<file path="src/rtl/uart_debug_parser.sv">
`default_nettype none
// ============================================================================
// Module   : uart_debug_parser
// Brief    : 8N1 UART receiver feeding an ASCII "R|W <addr> <data>" command
//            parser that issues one-cycle write strobes into a downstream fifo.
//            Optional echo transmitter enabled by UART_DEBUG_PARSER_ECHO_EN.
// Revision : 1.0 - initial release
// ============================================================================

`ifdef UART_DEBUG_PARSER_ECHO_EN
module uart_tx #(
  parameter int DIV = 4
) (
  input  logic       clk,
  input  logic       anrst,
  input  logic       start,
  input  logic [7:0] data,
  output logic       txd,
  output logic       busy
);
  localparam int c_cw = $clog2(DIV);
  localparam logic [c_cw-1:0] c_cnt_last = c_cw'(DIV - 1);

  logic [8:0]      r_shift;
  logic [c_cw-1:0] r_cnt;
  logic [3:0]      r_bits;

  always_ff @(posedge clk or negedge anrst) begin
    if (!anrst) begin
      txd     <= 1'b1;
      busy    <= 1'b0;
      r_shift <= '1;
      r_cnt   <= '0;
      r_bits  <= '0;
    end else if (!busy) begin
      if (start) begin
        busy    <= 1'b1;
        txd     <= 1'b0;
        r_shift <= {1'b1, data};
        r_cnt   <= '0;
        r_bits  <= '0;
      end
    end else if (r_cnt == c_cnt_last) begin
      r_cnt <= '0;
      // r_bits==9 means the stop bit has been on the line for a full period
      if (r_bits == 4'd9) begin
        busy <= 1'b0;
        txd  <= 1'b1;
      end else begin
        txd     <= r_shift[0];
        r_shift <= {1'b1, r_shift[8:1]};
        r_bits  <= r_bits + 4'd1;
      end
    end else begin
      r_cnt <= r_cnt + 1'b1;
    end
  end
endmodule
`endif

module uart_debug_parser #(
  parameter int CLK_HZ = 100_000_000,
  parameter int BAUD   = 115200
) (
  input  logic        clk,
  input  logic        anrst,
  input  logic        uart_rxd,
  output logic        uart_txd,
  input  logic        full,
  output logic        w_req,
  output logic        w_rnw,
  output logic [31:0] w_addr,
  output logic [31:0] w_data,
  output logic        err
);
  localparam int c_div  = CLK_HZ / BAUD;
  localparam int c_half = c_div / 2;
  localparam int c_cw   = $clog2(c_div);
  localparam logic [c_cw-1:0] c_cnt_last = c_cw'(c_div - 1);
  localparam logic [c_cw-1:0] c_cnt_half = c_cw'(c_half - 1);
  localparam logic [7:0] c_cr = 8'h0D;
  localparam logic [7:0] c_lf = 8'h0A;
  localparam logic [7:0] c_sp = 8'h20;
  localparam logic [7:0] c_us = 8'h5F;

  typedef enum logic [1:0] {RX_IDLE, RX_START, RX_DATA, RX_STOP} rx_state_t;
  typedef enum logic [2:0] {
    P_IDLE, P_SEP1, P_ADDR, P_SEP2, P_DATA, P_WAIT_CR, P_DISCARD
  } p_state_t;

  logic            r_sync1;
  logic            r_sync2;
  logic            r_rx_prev;
  rx_state_t       r_rx_state;
  logic [c_cw-1:0] r_cnt;
  logic [2:0]      r_bit;
  logic [7:0]      r_rx_byte;
  logic            r_byte_valid;
  logic            r_frame_err;

  p_state_t        r_p_state;
  logic [2:0]      r_digits;

  always_ff @(posedge clk or negedge anrst) begin
    if (!anrst) begin
      r_sync1      <= 1'b1;
      r_sync2      <= 1'b1;
      r_rx_prev    <= 1'b1;
      r_rx_state   <= RX_IDLE;
      r_cnt        <= '0;
      r_bit        <= '0;
      r_rx_byte    <= '0;
      r_byte_valid <= 1'b0;
      r_frame_err  <= 1'b0;
    end else begin
      r_sync1      <= uart_rxd;
      r_sync2      <= r_sync1;
      r_rx_prev    <= r_sync2;
      r_byte_valid <= 1'b0;
      r_frame_err  <= 1'b0;
      case (r_rx_state)
        RX_IDLE: begin
          if (r_rx_prev && !r_sync2) begin
            r_rx_state <= RX_START;
            r_cnt      <= '0;
          end
        end
        RX_START: begin
          if (r_cnt == c_cnt_half) begin
            r_cnt <= '0;
            // a start bit that is high again at mid-point was a glitch
            if (r_sync2) begin
              r_rx_state <= RX_IDLE;
            end else begin
              r_rx_state <= RX_DATA;
              r_bit      <= '0;
            end
          end else begin
            r_cnt <= r_cnt + 1'b1;
          end
        end
        RX_DATA: begin
          if (r_cnt == c_cnt_last) begin
            r_cnt     <= '0;
            r_rx_byte <= {r_sync2, r_rx_byte[7:1]};
            r_bit     <= r_bit + 3'd1;
            if (r_bit == 3'd7) begin
              r_rx_state <= RX_STOP;
            end
          end else begin
            r_cnt <= r_cnt + 1'b1;
          end
        end
        RX_STOP: begin
          if (r_cnt == c_cnt_last) begin
            r_cnt      <= '0;
            r_rx_state <= RX_IDLE;
            if (r_sync2) begin
              r_byte_valid <= 1'b1;
            end else begin
              r_frame_err <= 1'b1;
            end
          end else begin
            r_cnt <= r_cnt + 1'b1;
          end
        end
        default: r_rx_state <= RX_IDLE;
      endcase
    end
  end

  logic       w_is_hex;
  logic [3:0] w_nibble;
  logic       w_is_r;
  logic       w_is_w;

  // ASCII digits carry their value in the low nibble; A-F/a-f are offset by 9
  always_comb begin
    w_is_hex = 1'b1;
    w_nibble = 4'd0;
    if (r_rx_byte >= 8'h30 && r_rx_byte <= 8'h39) begin
      w_nibble = r_rx_byte[3:0];
    end else if ((r_rx_byte >= 8'h41 && r_rx_byte <= 8'h46) ||
                 (r_rx_byte >= 8'h61 && r_rx_byte <= 8'h66)) begin
      w_nibble = r_rx_byte[3:0] + 4'd9;
    end else begin
      w_is_hex = 1'b0;
    end
  end

  assign w_is_r = (r_rx_byte == 8'h52) || (r_rx_byte == 8'h72);
  assign w_is_w = (r_rx_byte == 8'h57) || (r_rx_byte == 8'h77);

  always_ff @(posedge clk or negedge anrst) begin
    if (!anrst) begin
      r_p_state <= P_IDLE;
      r_digits  <= '0;
      w_req     <= 1'b0;
      err       <= 1'b0;
      w_rnw     <= 1'b0;
      w_addr    <= '0;
      w_data    <= '0;
    end else begin
      w_req <= 1'b0;
      err   <= 1'b0;
      if (r_frame_err) begin
        err       <= 1'b1;
        r_p_state <= P_DISCARD;
      end else if (r_byte_valid) begin
        case (r_p_state)
          P_IDLE: begin
            if (w_is_r) begin
              w_rnw     <= 1'b1;
              r_p_state <= P_SEP1;
            end else if (w_is_w) begin
              w_rnw     <= 1'b0;
              r_p_state <= P_SEP1;
            end else if (r_rx_byte != c_cr && r_rx_byte != c_lf && r_rx_byte != c_sp) begin
              err       <= 1'b1;
              r_p_state <= P_DISCARD;
            end
          end
          P_SEP1, P_SEP2: begin
            if (r_rx_byte == c_sp) begin
              r_digits <= '0;
              if (r_p_state == P_SEP1) begin
                r_p_state <= P_ADDR;
              end else begin
                r_p_state <= P_DATA;
              end
            end else begin
              err       <= 1'b1;
              r_p_state <= P_DISCARD;
            end
          end
          P_ADDR: begin
            if (w_is_hex) begin
              w_addr   <= {w_addr[27:0], w_nibble};
              r_digits <= r_digits + 3'd1;
              if (r_digits == 3'd7) begin
                r_p_state <= P_SEP2;
              end
            end else if (r_rx_byte != c_us) begin
              err       <= 1'b1;
              r_p_state <= P_DISCARD;
            end
          end
          P_DATA: begin
            if (w_is_hex) begin
              w_data   <= {w_data[27:0], w_nibble};
              r_digits <= r_digits + 3'd1;
              if (r_digits == 3'd7) begin
                r_p_state <= P_WAIT_CR;
              end
            end else if (r_rx_byte != c_us) begin
              err       <= 1'b1;
              r_p_state <= P_DISCARD;
            end
          end
          P_WAIT_CR: begin
            if (r_rx_byte == c_cr) begin
              if (full) begin
                err <= 1'b1;
              end else begin
                w_req <= 1'b1;
              end
              r_p_state <= P_IDLE;
            end else if (r_rx_byte != c_lf && r_rx_byte != c_us) begin
              err       <= 1'b1;
              r_p_state <= P_DISCARD;
            end
          end
          P_DISCARD: begin
            if (r_rx_byte == c_cr) begin
              r_p_state <= P_IDLE;
            end
          end
          default: r_p_state <= P_IDLE;
        endcase
      end
    end
  end

`ifdef UART_DEBUG_PARSER_ECHO_EN
  logic w_tx_busy;

  // bytes arriving while a previous echo is still shifting out are not echoed
  uart_tx #(
    .DIV(c_div)
  ) u_echo_tx (
    .clk   (clk),
    .anrst (anrst),
    .start (r_byte_valid & ~w_tx_busy),
    .data  (r_rx_byte),
    .txd   (uart_txd),
    .busy  (w_tx_busy)
  );
`else
  assign uart_txd = 1'b1;
`endif

endmodule
`default_nettype wire

</file>
<file path="config.mk">
export PLATFORM = sky130hd
export DESIGN_NAME = uart_debug_parser
export DESIGN_NICKNAME = d
export VERILOG_FILES = /design/src/rtl/uart_debug_parser.sv
export SDC_FILE = /design/constraint.sdc
export NUM_CORES = 1
export LEC_CHECK = 0
export BUFFER_PORTS_ARGS = -buffer_cell sky130_fd_sc_hd__buf_2
export CAP_MARGIN = 20
export CORE_UTILIZATION = 50
export CTS_BUF_LIST = sky130_fd_sc_hd__clkbuf_2
export DETAILED_ROUTE_END_ITERATION = 10
export GPL_TIMING_DRIVEN = 0
export PLACE_DENSITY = 0.79
export REMOVE_ABC_BUFFERS = 1
export SYNTH_ARGS = -nofsm -noshare
export SYNTH_HDL_FRONTEND = slang
export SYNTH_SLANG_ARGS = --single-unit
export TNS_END_PERCENT = 20
</file>
<file path="constraint.sdc">
create_clock -name clk -period 2.59 [get_ports clk]
set_clock_uncertainty 0.05 [all_clocks]
set_input_delay 0.518 -clock clk [delete_from_list [all_inputs] [get_ports clk]]
set_output_delay 0.518 -clock clk [all_outputs]
set_load 0.1 [all_outputs]
</file>
==> impl_metrics.toml <==
[clock_network]
clk_latency_ns = 0.58
ctsHtreeMaxLevel = 3
cts_root_buffer = "clkbuf_2"
cts_tree = "yes"
cts.sinks = 101
cts.path.max_buffers = 2
numCtsBuffers = 9
cts.clk_slew.worst_paths_ns = 0.28

[cells_and_area]
drive_gt1_frac = 0.366
instances_no_fill = 585
areaGrowthSynthToFinish_pct = 14.6
fin_util = 0.596
antenna_cells = 0
nets = 465

[placed_design]
gp_congestion = 0.892
hpwl_um = 6120
numPortBuffers = 70
dp.cells = 561

[yosys]
ys_seq_area_frac = 0.525
synth-edff-count = 0
ys.flop_type = "dfrtp_1"
synth_top_area_share = 0.508
yosysWarnings = 0
syn_area_um2 = 4820
synth_cell_types = 60
synth_most_common_cell = "dfrtp_1"
ys_ff_latch = 101
synthCells = 376
syn_area_per_cell_um2 = 12.8
synthTopCellsByArea = "dfrtp_1 (51%), mux2_4 (14%), ha_1 (2.6%), mux2_1 (2.3%), mux2_2 (2.3%)"
async_flop_share = 1.00
yosysTopAreaCell = "dfrtp_1"
synthTopCellsByCount = "dfrtp_1 (98), mux2_4 (44), nand2_1 (23)"

[detailed_routing]
drt-total-wl_um = 9060
viasPerCell = 5.55
routedWlPerCell_um = 15.5
detail_route.first_pass.iterations = 5
drc = 0
vias = 3247
ant_nets = 0
drt_iter0_markers = 218

[grt]
first_global_vias = 3132
grt_max_degree = 64
grt_first_pass_wirelength_um = 14800
antenna_found_initial = 0
grt.total_usage = 0.188
gr-total-overflow = 0

[worst_setup_path]
path_cells = "or4b_1 > a311oi_4 > buf_4 > o211ai_4 > buf_16 > mux2_1"
critical_path_class = "flop to flop"
crit_slowest_cell = "or4b_1"
slowest_delay_ns = 0.65
setup.worst_path.start = "r_rx_byte[3]"
reg2reg_depth = 6
crit_fanout = 16
start_kind = "flop"
rr_endpoint = "w_data[31]"
critPathTopFamily = "simple AND/OR/NAND/NOR gates"
reg2reg_from = "r_rx_byte[3]"
arrival_ns = 2.95
path_buf_inv = 2
r2r_slack_ns = 0.09
cp-end-kind = "flop"
worstPathRequired_ns = 3.04

[timing]
slew_headroom = 0.410
finalSetupTns_ns = 0
setup_viol = 0
finalCritPeriodShare = 0.964
fmax_ghz = 0.400
period_needed_ns = 2.50
hold_viol_final = 0
hold_slack_ns = 0.180
tightestPinTransition_ns = 0.879
finalMaxSlewViolations = 0

[die]
chipWidth_um = 100
die_y_um = 100
core_area_um2 = 9280
initial_core_util = 0.520
rows = 35
io_pins = 72
die_area_um2 = 10000

[hold_path]
hold_start = "full"
hold_depth = 3
min_delay_worst_endpoint = "w_req"
holdCritPathClass = "primary input to flop"

[power]
power.density_nw_per_um2 = 478
power.leakage_nw = 2.93
vdd_drop_max_mv = 0.348

[job]
cap_violations = 0

[status]
status = "completed"
==> report_power, final <==
group | internal, mW | switching [mW]
combinational | 0.0979 | 0.104
clock | 0.150 | 0.561
sequential | 1.64 | 0.0887
==> cells in the final DEF (no fill, tap or decap), drive strengths merged, types with 3 or more instances in the layout <==
cell type,n
a21oi,10
nand3,5
dfstp,3
inv,15
o211ai,3
a22o,5
a31oi,4
dfrtp,98
nor4bb,4
nor3b,4
nor3,6
clkbuf,10
nor2,18
buf,78
a211oi,4
and3,5
nand4,3
or2,3
mux2i,10
o31ai,3
mux2,64
nand2,23
ha,10
nor2b,7
nand2b,3
o21ai,17
xor2,3
==> per-stage QoR <==
| stage | area [µm²] | power, mW | worst slack, ns |
|---|---|---|---|
| 2_1_floorplan | 4710 | 1.87 | -0.172 |
| 3_3_place_gp | 5220 | 1.94 | -0.466 |
| 3_5_place_dp | 5310 | 1.96 | -0.365 |
| 4_1_cts | 5510 | 2.68 | 0.0131 |
| 5_1_grt | 5530 | 2.78 | -0.0133 |
| 6_report | 5530 | 2.64 | 0.0922 |
==> sequential cells by signal (all words and copies together), names as in the netlist, 3 cells and up, named ones only <==
signal     flops
w_addr        32
w_data        32
r_cnt         10
r_rx_byte      8
r_bit          3
r_digits       3
r_p_state      3
==> how the worst max path moves through the flow <==
stage	end	slack, ns	cells after the start
after floorplan	w_data[8]	-0.17	6
after global placement	w_data[4]	-0.47	6
after detailed placement	w_data[31]	-0.37	7
after CTS	w_data[31]	0.01	7
after global routing	w_data[31]	-0.01	6
final	w_data[31]	0.09	6
==> repair_timing <==
| action | in CTS | in global routing |
|---|---|---|
| resized for setup | 2 | 4 |
| hold buffers | 2 | 0 |
| gates cloned | 2 | 0 |
| hold endpoints to repair | 36 | 0 |
| setup buffers | 3 | 1 |
| pin swaps | 2 | 1 |
| endpoints found under the setup margin | 59 | 62 |
==> metal layers <==
layer | up-vias | wire, µm | part of all wire | GRT usage
met4 | 0 | 195 | 0.022 | 0.0725
met1 | 1593 | 3950 | 0.44 | 0.228
met5 | - | 0 | 0 | 0
met3 | 19 | 446 | 0.049 | 0.0418
li1 | 1522 | - | - | -
met2 | 113 | 4460 | 0.49 | 0.325
==> worst register-to-register path: cells and delay by family (launching register included) <==
| family | cells | cell delay (ns) |
|---|---|---|
| compound gates | 2 | 0.43 |
| buf+inv | 2 | 0.43 |
| flops | 1 | 0.55 |
| mux | 1 | 0.33 |
| simple gates | 1 | 0.65 |
==> cell type report <==
class                      instances  area (µm²)
clock buffer                      10        50.0
clock inverter                     6        55.1
fill                             735        3750
inverter                          12        45.0
multi-input combinational        247        2180
sequential                       101        2530
tap                              129         161
timing repair buffer              80         503
==> cell families after synthesis <==
| family | after synthesis | synth area share |
|---|---|---|
| other | 1 | 0.000777 |
| buffers and inverters | 30 | 0.0327 |
| flip-flops | 101 | 0.525 |
| AND/OR/NAND/NOR | 91 | 0.103 |
| multiplexers | 74 | 0.204 |
| XOR/XNOR | 4 | 0.00726 |
| adder cells (fa/ha/maj) | 10 | 0.0259 |
| AO/OA/AOI/OAI | 65 | 0.101 |
Power figures use the tool's default switching activity.
